[src/rtl/cpu_types_pkg.sv]
// Shared CPU cache types: icache FSM states and default 16-frame geometry.
package cpu_types_pkg;

    localparam int unsigned IIDX_W = 4;
    localparam int unsigned ITAG_W = 30 - IIDX_W;

    typedef enum logic [0:0] {
        IDLE = 1'b0,
        FILL = 1'b1
    } icache_state_t;

    typedef struct packed {
        logic              valid;
        logic [ITAG_W-1:0] tag;
        logic [31:0]       data;
    } icache_frame_t;

endpackage

[src/rtl/icache_array.sv]
// Direct-mapped frame storage: asynchronous read, single write port, resettable valids.
module icache_array #(
    parameter int unsigned NFRAMES = 16
) (
    input  logic                              CLK,
    input  logic                              nRST,
    input  logic [$clog2(NFRAMES)-1:0]        rd_idx,
    output logic                              rd_valid,
    output logic [30-$clog2(NFRAMES)-1:0]     rd_tag,
    output logic [31:0]                       rd_data,
    input  logic                              wr_en,
    input  logic [$clog2(NFRAMES)-1:0]        wr_idx,
    input  logic [30-$clog2(NFRAMES)-1:0]     wr_tag,
    input  logic [31:0]                       wr_data
);
    localparam int unsigned IDX_W = $clog2(NFRAMES);
    localparam int unsigned TAG_W = 30 - IDX_W;

    logic [NFRAMES-1:0] valid;
    logic [TAG_W-1:0]   tags [NFRAMES];
    logic [31:0]        data [NFRAMES];

    always_ff @(posedge CLK or negedge nRST) begin
        if (!nRST) begin
            valid <= '0;
        end else if (wr_en) begin
            valid[wr_idx] <= 1'b1;
        end
    end

    // Tags and data carry no reset; valid gates their use.
    always_ff @(posedge CLK) begin
        if (wr_en) begin
            tags[wr_idx] <= wr_tag;
            data[wr_idx] <= wr_data;
        end
    end

    assign rd_valid = valid[rd_idx];
    assign rd_tag   = tags[rd_idx];
    assign rd_data  = data[rd_idx];

endmodule

[src/rtl/icache.sv]
// Direct-mapped, read-only, one-word-block instruction cache between fetch and memory arbiter.
module icache
    import cpu_types_pkg::*;
#(
    parameter int unsigned NFRAMES = 16
) (
    input  logic        CLK,
    input  logic        nRST,
    input  logic        dp_iREN,
    input  logic [31:0] dp_imemaddr,
    output logic        dp_ihit,
    output logic [31:0] dp_imemload,
    output logic        mem_iREN,
    output logic [31:0] mem_iaddr,
    input  logic        mem_iwait,
    input  logic [31:0] mem_iload
);
    localparam int unsigned IDX_W = $clog2(NFRAMES);
    localparam int unsigned TAG_W = 30 - IDX_W;

    icache_state_t    state;
    logic [31:0]      miss_addr;

    logic [IDX_W-1:0] rd_idx;
    logic [TAG_W-1:0] rd_addr_tag;
    logic             rd_valid;
    logic [TAG_W-1:0] rd_tag;
    logic [31:0]      rd_data;
    logic             lookup_hit;
    logic             fill_done;
    logic             unused_offset;

    assign rd_idx        = dp_imemaddr[IDX_W+1:2];
    assign rd_addr_tag   = dp_imemaddr[31:IDX_W+2];
    assign unused_offset = ^{dp_imemaddr[1:0], miss_addr[1:0]};

    icache_array #(
        .NFRAMES (NFRAMES)
    ) u_array (
        .CLK      (CLK),
        .nRST     (nRST),
        .rd_idx   (rd_idx),
        .rd_valid (rd_valid),
        .rd_tag   (rd_tag),
        .rd_data  (rd_data),
        .wr_en    (fill_done),
        .wr_idx   (miss_addr[IDX_W+1:2]),
        .wr_tag   (miss_addr[31:IDX_W+2]),
        .wr_data  (mem_iload)
    );

    // Lookups are only honoured in IDLE; a request arriving as a fill completes waits a cycle.
    assign lookup_hit = (state == IDLE) && dp_iREN && rd_valid && (rd_tag == rd_addr_tag);
    assign fill_done  = (state == FILL) && !mem_iwait;

    always_ff @(posedge CLK or negedge nRST) begin
        if (!nRST) begin
            state     <= IDLE;
            miss_addr <= 32'h0;
        end else begin
            case (state)
                IDLE: begin
                    if (dp_iREN && !lookup_hit) begin
                        state     <= FILL;
                        miss_addr <= dp_imemaddr;
                    end
                end
                FILL: begin
                    if (!mem_iwait) begin
                        state <= IDLE;
                    end
                end
                default: state <= IDLE;
            endcase
        end
    end

    // Memory-side outputs decode the state register only, so they stay stable across a fill.
    always_comb begin
        dp_ihit     = 1'b0;
        dp_imemload = 32'h0;
        mem_iREN    = 1'b0;
        mem_iaddr   = 32'h0;
        if (state == FILL) begin
            mem_iREN  = 1'b1;
            mem_iaddr = miss_addr;
        end else if (lookup_hit) begin
            dp_ihit     = 1'b1;
            dp_imemload = rd_data;
        end
    end

endmodule

[config.mk]
export PLATFORM = sky130hd
export DESIGN_NAME = icache
export DESIGN_NICKNAME = d
export VERILOG_FILES = /design/src/rtl/cpu_types_pkg.sv /design/src/rtl/icache_array.sv /design/src/rtl/icache.sv
export SDC_FILE = /design/constraint.sdc
export NUM_CORES = 1
export LEC_CHECK = 0
export BUFFER_PORTS_ARGS = -buffer_cell sky130_fd_sc_hd__buf_2
export CAP_MARGIN = 0
export CORE_MARGIN = 3
export CORE_UTILIZATION = 42
export CTS_CLUSTER_SIZE = 8
export DETAILED_ROUTE_END_ITERATION = 12
export SLEW_MARGIN = 20
export SYNTH_ARGS = -nofsm -noshare
export SYNTH_HDL_FRONTEND = slang
export SYNTH_HIERARCHICAL = 1
export SYNTH_SLANG_ARGS = --single-unit
[constraint.sdc]
create_clock -name CLK -period 7.1 [get_ports CLK]
set_input_delay 0.355 -clock CLK [delete_from_list [all_inputs] [get_ports CLK]]
set_output_delay 0.355 -clock CLK [all_outputs]
set_load 0.005 [all_outputs]
==> impl_results.rst <==
.. list-table::
   :header-rows: 1

   * - Metric
     - Value
   * - Clk Latency, worst-skew pair
     - 700 ps
   * - Slew Limit Fails
     - 0
   * - Depth of the worst register-to-register path
     - 9
   * - Endpoint of the lowest-slack register-to-register path
     - miss_addr[4]
   * - Setup repair after global routing missed its margin
     - no
   * - Hold-fix buffers at CTS
     - 59
   * - Reg-to-reg critical path startpoint
     - u_array/tags[3][1]
   * - Clock transition at the registers of the reported paths
     - 50 ps
   * - Main flop type after synthesis
     - edfxtp_1
   * - Critical path launch point type
     - primary input
   * - Number of nets in the finished design
     - 2020
   * - Synthesized net count
     - 1732
   * - CTS Buf Count
     - 140
   * - Maximum number of pins on one net before global-route repair
     - 92
   * - Final routed DRC violation total
     - 0
   * - Root cell of the clock tree
     - clkbuf_16
   * - DP Wirelength
     - 45300 µm
   * - Max-cap check violation count
     - 0
   * - Total Routed Length
     - 88900 µm
   * - Worst slew margin relative to its limit
     - 25.1%
   * - Yosys warns
     - 6
   * - Overall Global Routing Usage
     - 19.3%
   * - Post-route ant nets
     - 0
   * - Final non-filler cell area
     - 0.0442 mm²
   * - Sum of overflow across all layers after global routing
     - 0
   * - Fraction of layout cells with a size suffix above 1
     - 31.9%
   * - DRC marker count from the first detailed-route iteration
     - 1736
   * - Yosys cell types
     - 26
   * - Post-cts resize count
     - 0
   * - Data arrival, critical path
     - 4730 ps
   * - Hold violation total from the final report
     - 0
   * - Critical Path Sink Type
     - primary output
   * - Post-synthesis average cell area
     - 22.5 µm²
   * - Num Clock Sinks
     - 977
   * - Core Footprint
     - 0.0876 mm²
   * - Minimum hold slack
     - 43.1 ps
   * - Die outline height
     - 305 µm
   * - Netlist Area Pre-Place
     - 0.0375 mm²
   * - Starting density of the core
     - 42.8%
   * - Global-route wire length before repair
     - 131000 µm
   * - Wire length per cell after detailed routing
     - 28.1 µm
   * - Total die area
     - 0.0928 mm²
   * - Path type of the worst min-delay path
     - primary input to flop
   * - Part of the Yosys area used for sequential elements
     - 77.7%
   * - Placed Instance Area
     - 0.0396 mm²
   * - Via total after detailed routing
     - 18100
   * - Maximum fanout count along the critical path
     - 28
   * - Cells taking the most area after synthesis
     - edfxtp_1 74%, mux4_2 14%, dfrtp_1 3.3%, a22oi_1 2.4%, mux2_4 1.2%
   * - Cell taking the most area after synthesis
     - edfxtp_1
   * - Worst Hold Launch
     - mem_iload[10]
   * - Routability cong.
     - 0.702
   * - Endpoint required time on the critical path
     - 6740 ps
   * - Most used cells in the layout excluding fill and tap cells
     - 928 x edfxtp_1, 236 x mux4_2, 144 x clkbuf_16, 131 x buf_2, 118 x a22oi_1
   * - Power density normalized to cell area
     - 311 mW/mm²
   * - WHS Endpoint
     - u_array/data[10][10]
   * - Via-to-Cell Ratio
     - 5.72
   * - Final-layout setup total negative slack
     - 0 ps
   * - Actual slew at the worst max-slew pin
     - 1120 ps
   * - Count of input and output buffers
     - 133
   * - R2R Setup Slk
     - 3070 ps
   * - Fillers
     - 6997
   * - Number of antenna violations at the first check in global routing
     - 7
   * - Total setup violations reported at the end of the flow
     - 0
   * - IR Drop Worst-Case VDD
     - 0.167 mV
   * - Via count of the first global-routing pass
     - 19000
   * - Clk buf depth
     - 3
   * - Status
     - complete, no violations
   * - Number of flops mapped to enable cells by yosys
     - 928
   * - Period minus WS final
     - 5080 ps
   * - Class of the most critical setup path
     - primary input to primary output
   * - Number of post-CTS setup repair buffers
     - 0
   * - Count of cells along the worst hold path
     - 1
   * - Flip-flop and latch count after synthesis
     - 977
   * - Area share of the largest cell type after synthesis
     - 74.4%
   * - Worst Clk Skew
     - 21.3 ps
   * - Cell count after synthesis
     - 1664
   * - P_leak
     - 14.6 nW
   * - IO Count
     - 134
   * - Most common library cell in the layout ignoring fill and taps
     - edfxtp_1
   * - Post-layout utilization of the core
     - 50.5%
   * - F_max
     - 197 MHz
   * - Maximum level of the CTS H-tree
     - 4
   * - Number of core rows
     - 108
   * - Synth async-reset ratio
     - 5.02%
   * - Post-route fraction of the period consumed by the critical path
     - 71.6%
   * - CTS tree
     - done
   * - Width of the chip
     - 305 µm
   * - Initial DRT Pass Iterations
     - 5
   * - Area added between synthesis and finish
     - 18.1%
==> synth_stat cells (all sizes together), types with 6 or more instances <==
cell type / number
nor3: 6
mux2: 32
dfrtp: 49
mux4: 236
nor4: 8
xor2: 26
buf: 39
and2: 65
or2: 16
nor2: 14
clkbuf: 49
edfxtp: 928
nand2: 62
a22oi: 118
==> cells by family after synthesis <==
group / count (synthesis) / share of synthesized area (%)
compound gates: 119 / 2.41
xor+xnor: 26 / 0.608
buf+inv: 88 / 1.21
flops: 977 / 77.7
mux: 268 / 15.4
simple gates: 186 / 2.65
==> sequential cells by signal (all words and copies together) (netlist names) <==
register	flops
miss_addr	32
u_array/data	512
u_array/tags	416
u_array/valid	16
state	1
==> stage by stage <==
| stage | std cells | worst slack, ps | power, mW |
|---|---|---|---|
| CTS | 3165 | 2060 | 13.9 |
| finish | 3169 | 2020 | 13.7 |
| floorplan | 1664 | 1380 | 7.46 |
| global route | 3166 | 1840 | 14.2 |
| global placement | 2903 | 1910 | 7.82 |
| detailed placement | 2905 | 1920 | 7.87 |
==> how the worst max path moves through the flow <==
stage | depth (start not counted) | from | to
5_1_grt | 13 | dp_imemaddr[5] | dp_imemload[7]
4_1_cts | 13 | dp_imemaddr[5] | dp_imemload[7]
2_1_floorplan | 4 | state | u_array/valid[0]
3_3_place_gp | 11 | dp_imemaddr[2] | miss_addr[3]
3_5_place_dp | 11 | dp_imemaddr[2] | miss_addr[26]
6_report | 13 | dp_imemaddr[4] | dp_imemload[7]
==> per-layer routing <==
metal	up-vias	share of wire (%)	global-route usage (%)
met3	138	6.5	3.97
li1	7544	-	-
met1	9795	43	27.8
met4	4	2.2	5.94
met5	-	0.030	0
met2	648	48	30.0
==> where the power goes <==
part / total, mW / switching (mW) / internal, mW
combinational: 0.865 / 0.477 / 0.387
sequential: 6.91 / 0.225 / 6.68
clock: 5.96 / 2.29 / 3.67
total: 13.7 / 2.99 / 10.7
==> final cells by class <==
type                       instances  area, µm²  area share [%]
tap                             1155       1450            3.27
clock inverter                    12        179           0.405
timing repair buffer             234       1670            3.77
multi-input combinational        599       8050            18.2
sequential                       977      29100            65.8
clock buffer                     189       3770            8.53
antenna                            3       7.51          0.0170
==> worst max-delay path: stages <==
cell           delay [ps]
dlygate4sd3_1         540
buf_2                 210
nor2b_4               820
buf_4                 620
a22oi_1               160
nand2_1               130
xor2_1                120
nor4_2                460
nand4_1               210
nor2_4                320
buf_4                 400
and2_1                200
buf_2                 110
Power figures use the tool's default switching activity.
